<file path="src/rtl/core_run_ctrl.sv">
// Front-panel run controller: panel pulses -> core exec / PC write / microarch reset.
// Latency: all outputs registered, one cycle after the causing input or state change.
// Backpressure: none; commands outside IDLE/HALTED are dropped and flagged on cmd_err_o.
`timescale 1ns/1ps
module core_run_ctrl #(
  parameter int unsigned DRAIN_TIMEOUT = 64,
  parameter int unsigned FLUSH_CYCLES  = 4,
  parameter logic [7:0]  PC_RESET      = 8'h10
) (
  input  logic        clk_i,
  input  logic        arst_ni,
  input  logic        run_i,
  input  logic        stop_i,
  input  logic        step_i,
  input  logic        load_pc_i,
  input  logic [7:0]  sw_addr_i,
  input  logic        cnt_clr_i,
  input  logic        cpu_halt_i,
  input  logic        cpu_done_i,
  input  logic        instr_val_i,
  output logic [1:0]  cpu_exec_o,
  output logic        pc_wen_o,
  output logic [7:0]  pc_o,
  output logic        core_rst_no,
  output logic        running_o,
  output logic        halted_o,
  output logic        cmd_err_o,
  output logic [15:0] instr_cnt_o
);

  localparam int unsigned   DW         = $clog2(DRAIN_TIMEOUT);
  localparam int unsigned   FW         = $clog2(FLUSH_CYCLES + 1);
  localparam logic [DW-1:0] DRAIN_LAST = DW'(DRAIN_TIMEOUT - 1);
  localparam logic [FW-1:0] FLUSH_INIT = FW'(FLUSH_CYCLES);
  localparam logic [FW-1:0] FLUSH_ONE  = FW'(1);

  typedef enum logic [2:0] {
    ST_FLUSH, ST_IDLE, ST_RUN, ST_STEP, ST_DRAIN, ST_HALTED
  } state_t;

  typedef enum logic [1:0] {
    TGT_IDLE, TGT_RUN, TGT_STEP
  } tgt_t;

  state_t        state_q, state_d;
  tgt_t          tgt_q, tgt_d;
  logic [FW-1:0] flush_cnt_q, flush_cnt_d;
  logic [DW-1:0] drain_cnt_q, drain_cnt_d;
  logic          halt_flag_q, halt_flag_d;
  logic          halt_seen;
  logic          cmd_ok;
  logic          pc_load;
  logic          err_d;

  always_comb begin
    state_d     = state_q;
    tgt_d       = tgt_q;
    flush_cnt_d = flush_cnt_q;
    drain_cnt_d = drain_cnt_q;
    halt_flag_d = halt_flag_q;
    halt_seen   = halt_flag_q | cpu_halt_i;
    pc_load     = 1'b0;
    cmd_ok      = (state_q == ST_IDLE) || (state_q == ST_HALTED);
    err_d       = !cmd_ok && (run_i || step_i || load_pc_i);

    case (state_q)
      ST_FLUSH: begin
        // Counter never sits at zero inside FLUSH: leaving on the 1 -> 0 step
        // keeps core_rst_no low for exactly the loaded number of cycles.
        if (flush_cnt_q <= FLUSH_ONE) begin
          halt_flag_d = 1'b0;
          tgt_d       = TGT_IDLE;
          case (tgt_q)
            TGT_RUN:  state_d = ST_RUN;
            TGT_STEP: state_d = ST_STEP;
            default:  state_d = ST_IDLE;
          endcase
        end else begin
          flush_cnt_d = flush_cnt_q - FLUSH_ONE;
        end
      end

      ST_IDLE, ST_HALTED: begin
        if (!stop_i) begin
          if (load_pc_i) begin
            pc_load = 1'b1;
          end else if (step_i || run_i) begin
            if (state_q == ST_IDLE) begin
              state_d = step_i ? ST_STEP : ST_RUN;
            end else begin
              // Leaving HALTED: one-cycle microarch reset, then the held target.
              state_d     = ST_FLUSH;
              flush_cnt_d = FLUSH_ONE;
              tgt_d       = step_i ? TGT_STEP : TGT_RUN;
            end
          end
        end
      end

      ST_RUN: begin
        if (cpu_halt_i) halt_flag_d = 1'b1;
        if (stop_i || cpu_halt_i) begin
          state_d     = ST_DRAIN;
          drain_cnt_d = '0;
        end
      end

      ST_STEP: begin
        if (cpu_halt_i) halt_flag_d = 1'b1;
        state_d     = ST_DRAIN;
        drain_cnt_d = '0;
      end

      ST_DRAIN: begin
        if (cpu_done_i) begin
          state_d     = halt_seen ? ST_HALTED : ST_IDLE;
          halt_flag_d = 1'b0;
        end else if (drain_cnt_q == DRAIN_LAST) begin
          state_d     = ST_FLUSH;
          flush_cnt_d = FLUSH_INIT;
          halt_flag_d = 1'b0;
        end else begin
          drain_cnt_d = drain_cnt_q + DW'(1);
          halt_flag_d = halt_seen;
        end
      end

      default: begin
        state_d     = ST_FLUSH;
        flush_cnt_d = FLUSH_INIT;
        tgt_d       = TGT_IDLE;
        halt_flag_d = 1'b0;
      end
    endcase
  end

  // Outputs are decoded from the next state so they line up with the state they describe.
  always_ff @(posedge clk_i or negedge arst_ni) begin
    if (!arst_ni) begin
      state_q     <= ST_FLUSH;
      tgt_q       <= TGT_IDLE;
      flush_cnt_q <= FLUSH_INIT;
      drain_cnt_q <= '0;
      halt_flag_q <= 1'b0;
      cpu_exec_o  <= 2'd0;
      pc_wen_o    <= 1'b0;
      pc_o        <= PC_RESET;
      core_rst_no <= 1'b0;
      running_o   <= 1'b0;
      halted_o    <= 1'b0;
      cmd_err_o   <= 1'b0;
      instr_cnt_o <= '0;
    end else begin
      state_q     <= state_d;
      tgt_q       <= tgt_d;
      flush_cnt_q <= flush_cnt_d;
      drain_cnt_q <= drain_cnt_d;
      halt_flag_q <= halt_flag_d;

      case (state_d)
        ST_RUN:  cpu_exec_o <= 2'd1;
        ST_STEP: cpu_exec_o <= 2'd2;
        default: cpu_exec_o <= 2'd0;
      endcase
      core_rst_no <= (state_d != ST_FLUSH);
      running_o   <= (state_d == ST_RUN) || (state_d == ST_STEP);
      halted_o    <= (state_d == ST_HALTED);
      cmd_err_o   <= err_d;

      pc_wen_o <= pc_load;
      if (pc_load) pc_o <= sw_addr_i;

      if (cnt_clr_i) begin
        instr_cnt_o <= '0;
      end else if (instr_val_i && (instr_cnt_o != 16'hFFFF)) begin
        instr_cnt_o <= instr_cnt_o + 16'd1;
      end
    end
  end

endmodule

</file>
<file path="config.mk">
export PLATFORM = sky130hd
export DESIGN_NAME = core_run_ctrl
export DESIGN_NICKNAME = d
export VERILOG_FILES = /design/src/rtl/core_run_ctrl.sv
export SDC_FILE = /design/constraint.sdc
export NUM_CORES = 1
export LEC_CHECK = 0
export BUFFER_PORTS_ARGS = -buffer_cell sky130_fd_sc_hd__buf_2
export CAP_MARGIN = 20
export CORE_MARGIN = 2
export CORE_UTILIZATION = 45
export DETAILED_ROUTE_END_ITERATION = 16
export GPL_TIMING_DRIVEN = 0
export HOLD_SLACK_MARGIN = 0.15
export PLACE_DENSITY = 0.7
export RECOVER_POWER = 50
export SYNTH_ARGS = -nofsm -noshare
export SYNTH_HDL_FRONTEND = slang
export SYNTH_SLANG_ARGS = --single-unit
</file>
<file path="constraint.sdc">
create_clock -name clk_i -period 3.85 [get_ports clk_i]
set_input_delay 0.385 -clock clk_i [delete_from_list [all_inputs] [get_ports clk_i]]
set_output_delay 0.385 -clock clk_i [all_outputs]
set_load 0.05 [all_outputs]
</file>
Yosys cells after proc, flatten, opt, wreduce, memory -nomap -nowiden
Cells that the tools add are included.
{ "classes": {"n_addsub": 3, "magnitude_cmp": 1, "n_eq_ne": 23, "muxes": 42, "bitwise": 4, "n_reduce_logical": 19} }
{ "ops": {"columns": ["op", "count"], "rows": [
  ["$mux 3", 15],
  ["$mux 16", 2],
  ["$ne 2x2->1 const B", 10],
  ["$mux 6", 3],
  ["$pmux 6 s3", 1],
  ["$add 16x1->16 const B", 1],
  ["$ne 16x16->1 const B", 1],
  ["$pmux 3 s5", 1],
  ["$mux 2", 7],
  ["$eq 3x2->1 const B", 4],
  ["$pmux 3 s4", 1],
  ["$eq 3x3->1 const B", 3],
  ["$mux 1", 8],
  ["$pmux 2 s2", 2],
  ["$reduce_and 8->1", 1],
  ["$add 6x1->6 const B", 1],
  ["$eq 6x6->1 const B", 1],
  ["$pmux 2 s3", 1],
  ["$reduce_and 6->1", 1],
  ["$reduce_bool 3->1", 2],
  ["$logic_or 1x1->1", 5],
  ["$pmux 1 s4", 1],
  ["$reduce_and 4->1", 1],
  ["$reduce_or 2->1", 2],
  ["14 further kinds", 17]
]} }
{ "totals": {"register_bits": 46, "input_bits": 18, "out_inout_bits": 31, "word_cells": 105} }

Logic depth before layout (Yosys ltp)
{ "logic_depth": {"depth_word": 8, "ltp_mapped": 7, "ltp_nobuf": 7} }

Least setup slack after synthesis
Ideal clock, no wire load.
{ "synth_path": {"path_kind": "flip-flop to flip-flop", "start": "reg instr_cnt_o[0]", "end": "reg instr_cnt_o[12]", "setup_time_ns": 0.125, "arrival_ns": 2.054, "path_slack_ns": 1.672, "stages_incl_launch_ff": 8, "synth_period_minus_slack_ns": 2.178, "cell_sequence": "dfrtp_1 > ha_1 > and3_1 > clkbuf_1 > nand2_1 > clkbuf_1 > nor4_1 > mux2_2"} }
{ "synth_between": {"elab_chain_len": 3} }
{ "synth_rtl": {"columns": ["element", "line_no", "rtl"], "rows": [
  ["start: declaration", "28", "output logic [15:0] instr_cnt_o"],
  ["start signal: assignment", "176", "instr_cnt_o <= instr_cnt_o + 16'd1;"],
  ["$add 16x1->16 / $ne 16x16->1 (equally long branches)", "176, 175", null],
  ["$mux 16 / $logic_and 1x1->1 (equally long branches)", "175", "end else if (instr_val_i && (instr_cnt_o != 16'hFFFF)) begin"],
  ["$mux 16 / $reduce_bool 2->1 (equally long branches)", null, null]
]} }
Parallel ways exist; a longest one is shown, timed or not. The select of a mux whose other input is x is not followed.
A chain may end at the register's enable or synchronous reset.

Final worst setup path
Ends and elaborated chain as after synthesis.

==> key figures <==
Die
  – Die H: 76.7 um
  – # IOs: 49
  – Core ar.: 5110 um^2
  – Initial cell density of the core: 46.5%
  – Die area: 5880 um^2
  – Die width: 76.7 um
  – Core Rows: 26

Logic synthesis
  – Syn_nets: 261
  – Yosys top cell by area: dfrtp_1
  – Most common library cells after synthesis: 44 x dfrtp_1, 18 x nand2_1, 17 x nor2_1, 15 x mux2_2
  – Gate Count Post-Synth: 238
  – Synth warnings: 0
  – Ranking of synthesized cells by area: dfrtp_1 46%, mux2_2 7.1%, nand2_1 2.8%
  – Async SR Flop Fraction: 100%
  – Synth Area in Simple Gates: 21.2%
  – Register area share after synthesis: 48.5%
  – Top-count cell post-synth: dfrtp_1
  – Post-synth top flop: dfrtp_1
  – Post-synth top area share: 46.3%
  – Yosys cell types: 45
  – XOR/XNOR Fraction of Synth Area: 0%
  – Syn Area/Cell: 9.99 um^2
  – Post-synthesis mux area share: 9.21%
  – EDFF count, synth: 0
  – FF+latch count, synth: 46
  – Post-synthesis adder-cell area fraction: 2.63%
  – Mapped cell area: 2380 um^2
  – Main combinational cell family by area after synthesis: simple AND/OR/NAND/NOR gates
  – Post-synthesis compound-gate area fraction: 14.7%

Worst hold path
  – Worst Hold End: pc_o[5]
  – Hold path cells: 2
  – Worst min path class: in -> reg
  – Min-delay src: sw_addr_i[5]

Critical path
  – Reg2reg path depth: 7
  – Worst Path Arrival: 2.30 ns
  – Setup CP Type: reg -> reg
  – Crit path required time: 4.04 ns
  – CP cell instances: ha_1 > and3_1 > clkbuf_1 > nand2_1 > clkbuf_1 > nor4_1 > mux2_2
  – Crit-path max cell delay: 0.42 ns
  – R2R Setup Slk: 1.74 ns
  – CP dominant cell by count: clkbuf_1
  – Endpoint type of the worst setup path: register
  – Maximum fanout along the worst path: 10
  – Crit-path slowest cell: dfrtp_1
  – Critical R2R Launch: instr_cnt_o[0]
  – Worst r2r dst: instr_cnt_o[12]
  – Startpoint Class: register

Timing
  – RSZ-0062 raised after global routing: false
  – Least-Margin Pin Slew: 0.873 ns
  – Slew Limit Fails: 0
  – Hold Violations, Final: 0
  – Setup TNS: 0 ns
  – Hold Slack: 0.309 ns
  – Post-route clock period utilization: 54.8%
  – Count of final setup violators: 0
  – Final clock skew: 0.00380 ns
  – Max_slew headroom: 40.3%
  – Min cycle time layout: 2.11 ns
  – Fmax: 474 MHz

Finish
  – Final net count: 318
  – Final core utilization: 55.4%
  – Layout area overhead: 18.9%
  – Ant. Diodes: 0
  – Fin cells: 366
  – Share of post-route cells with drive strength above 1: 21.3%

CTS
  – Clock transition at path regs: 0.09 ns
  – CTS tree: yes
  – Clk_lat worst skew: 0.30 ns
  – H-Tree Depth: 2
  – Cts bufs inserted: 5
  – Clk sink count: 46
  – Root Driver: clkbuf_8
  – CTS-repair resized insts: 0
  – Clock Path Buffers: 2

Global route
  – Initial antenna violation count: 0
  – First-pass GRT wire length: 8800 um
  – Grt met2 use: 31.0%
  – GRT Util Overall: 18.1%
  – Largest net degree at the start of global routing: 47
  – Number of global-route vias before repair: 1907
  – Routing usage on met3: 4.59%
  – Met1 usage: 23.1%
  – GRT overflow: 0
  – Global route hottest layer: met2

Detailed routing
  – DRT Pass-1 Iters: 4
  – DRT antenna net count: 0
  – WL final: 5040 um
  – Vias: 2028
  – Vias per cell: 5.54
  – Post-detailed-route DRC marker count: 0
  – 1st-iter DRT viols: 47
  – Wire per inst: 13.8 um

Placed design
  – GP Congestion: 0.815
  – IO Port Bufs: 48
  – Detailed Place HPWL: 3510 um
  – Placed cells: 356

Pwr
  – Peak VDD IR: 427 uV
  – Leak: 1.28 nW
  – Power density cells: 648 nW/um^2

Outcome
  – Status: finished clean

Job
  – Max-Cap Viols: 0
-- logic make-up after synthesis --
| logic type | count (synthesis) |
|---|---|
| AO/OA/AOI/OAI | 52 |
| adder cells (fa/ha/maj) | 5 |
| buffers and inverters | 23 |
| flip-flops | 46 |
| multiplexers | 20 |
| AND/OR/NAND/NOR | 92 |
-- how the worst max path moves through the flow --
stage,end,start,slack [ns],cells after the start
5_1_grt,core_rst_no,state_q[1],1.51,5
3_3_place_gp,instr_cnt_o[11],instr_cnt_o[0],1.79,6
4_1_cts,instr_cnt_o[12],instr_cnt_o[0],1.74,7
6_report,instr_cnt_o[12],instr_cnt_o[0],1.74,7
3_5_place_dp,instr_cnt_o[12],instr_cnt_o[0],1.75,7
2_1_floorplan,instr_cnt_o[12],instr_cnt_o[0],1.67,7
-- flip-flops by register name, indices dropped and copies added (netlist names) --
signal       flops
instr_cnt_o     16
pc_o             8
drain_cnt_q      6
flush_cnt_q      3
state_q          3
cpu_exec_o       2
tgt_q            2
cmd_err_o        1
core_rst_no      1
halt_flag_q      1
halted_o         1
pc_wen_o         1
running_o        1
-- what timing repair did --
action | 4_1_cts | 5_1_grt
hold endpoints to repair | 0 | 9
hold buffers | 0 | 1
setup buffers | 0 | 0
-- worst max-delay path: cells and delay by family, from the launching register on --
family	cells	cell delay, ns
and+or+nand+nor	3	0.52
buffers and inverters	2	0.50
DFF	1	0.42
muxes	1	0.37
adders and majority gates	1	0.19
-- per-layer routing --
metal	part of all wire, %	wire (um)
met1	46	2300
met2	49	2480
met3	4.8	242
met4	0.38	19
met5	0	0
-- final cells by class --
type	count	area, um^2
Inverter	12	45.0
Sequential cell	46	1150
Fill cell	499	2280
Tap cell	70	87.6
Clock buffer	5	68.8
Multi-Input combinational cell	169	1130
Timing Repair Buffer	50	251
Clock inverter	3	43.8
Buffer	11	42.5
-- power breakdown --
| part | total, mW | internal, mW | switching (mW) | leakage, nW |
|---|---|---|---|---|
| Sequential | 0.711 | 0.622 | 0.0898 | 0.601 |
| Combinational | 0.755 | 0.238 | 0.517 | 0.622 |
| Clock | 0.365 | 0.195 | 0.171 | 0.0585 |
-- metrics by stage --
step / setup slack (ns) / cell area (um^2) / power (mW)
2_1_floorplan: 1.67 / 2380 / 1.31
3_3_place_gp: 1.79 / 2710 / 1.48
3_5_place_dp: 1.75 / 2710 / 1.49
4_1_cts: 1.74 / 2820 / 1.86
5_1_grt: 1.51 / 2830 / 1.97
6_report: 1.74 / 2830 / 1.83
-- cell usage in the layout, fill, tap and decap left out, types with 3 or more instances in the layout --
| cell | instances |
|---|---|
| dfrtp_1 | 44 |
| buf_2 | 34 |
| clkbuf_1 | 25 |
| nand2_1 | 18 |
| nor2_1 | 17 |
| mux2_2 | 15 |
| inv_1 | 12 |
| o21ai_0 | 12 |
| a21oi_1 | 10 |
| nor2b_1 | 9 |
| nand3_1 | 8 |
| nand4_1 | 6 |
| or4_1 | 6 |
| mux2i_1 | 5 |
| ha_1 | 5 |
| clkbuf_8 | 5 |
| nor4_1 | 4 |
| o31ai_1 | 4 |
| nor3_1 | 3 |
| nand2b_1 | 3 |
| and3_1 | 3 |
| or3_1 | 3 |
| and4_1 | 3 |
| o41ai_1 | 3 |
| a31oi_1 | 3 |
(Power assumes the default switching activity.)
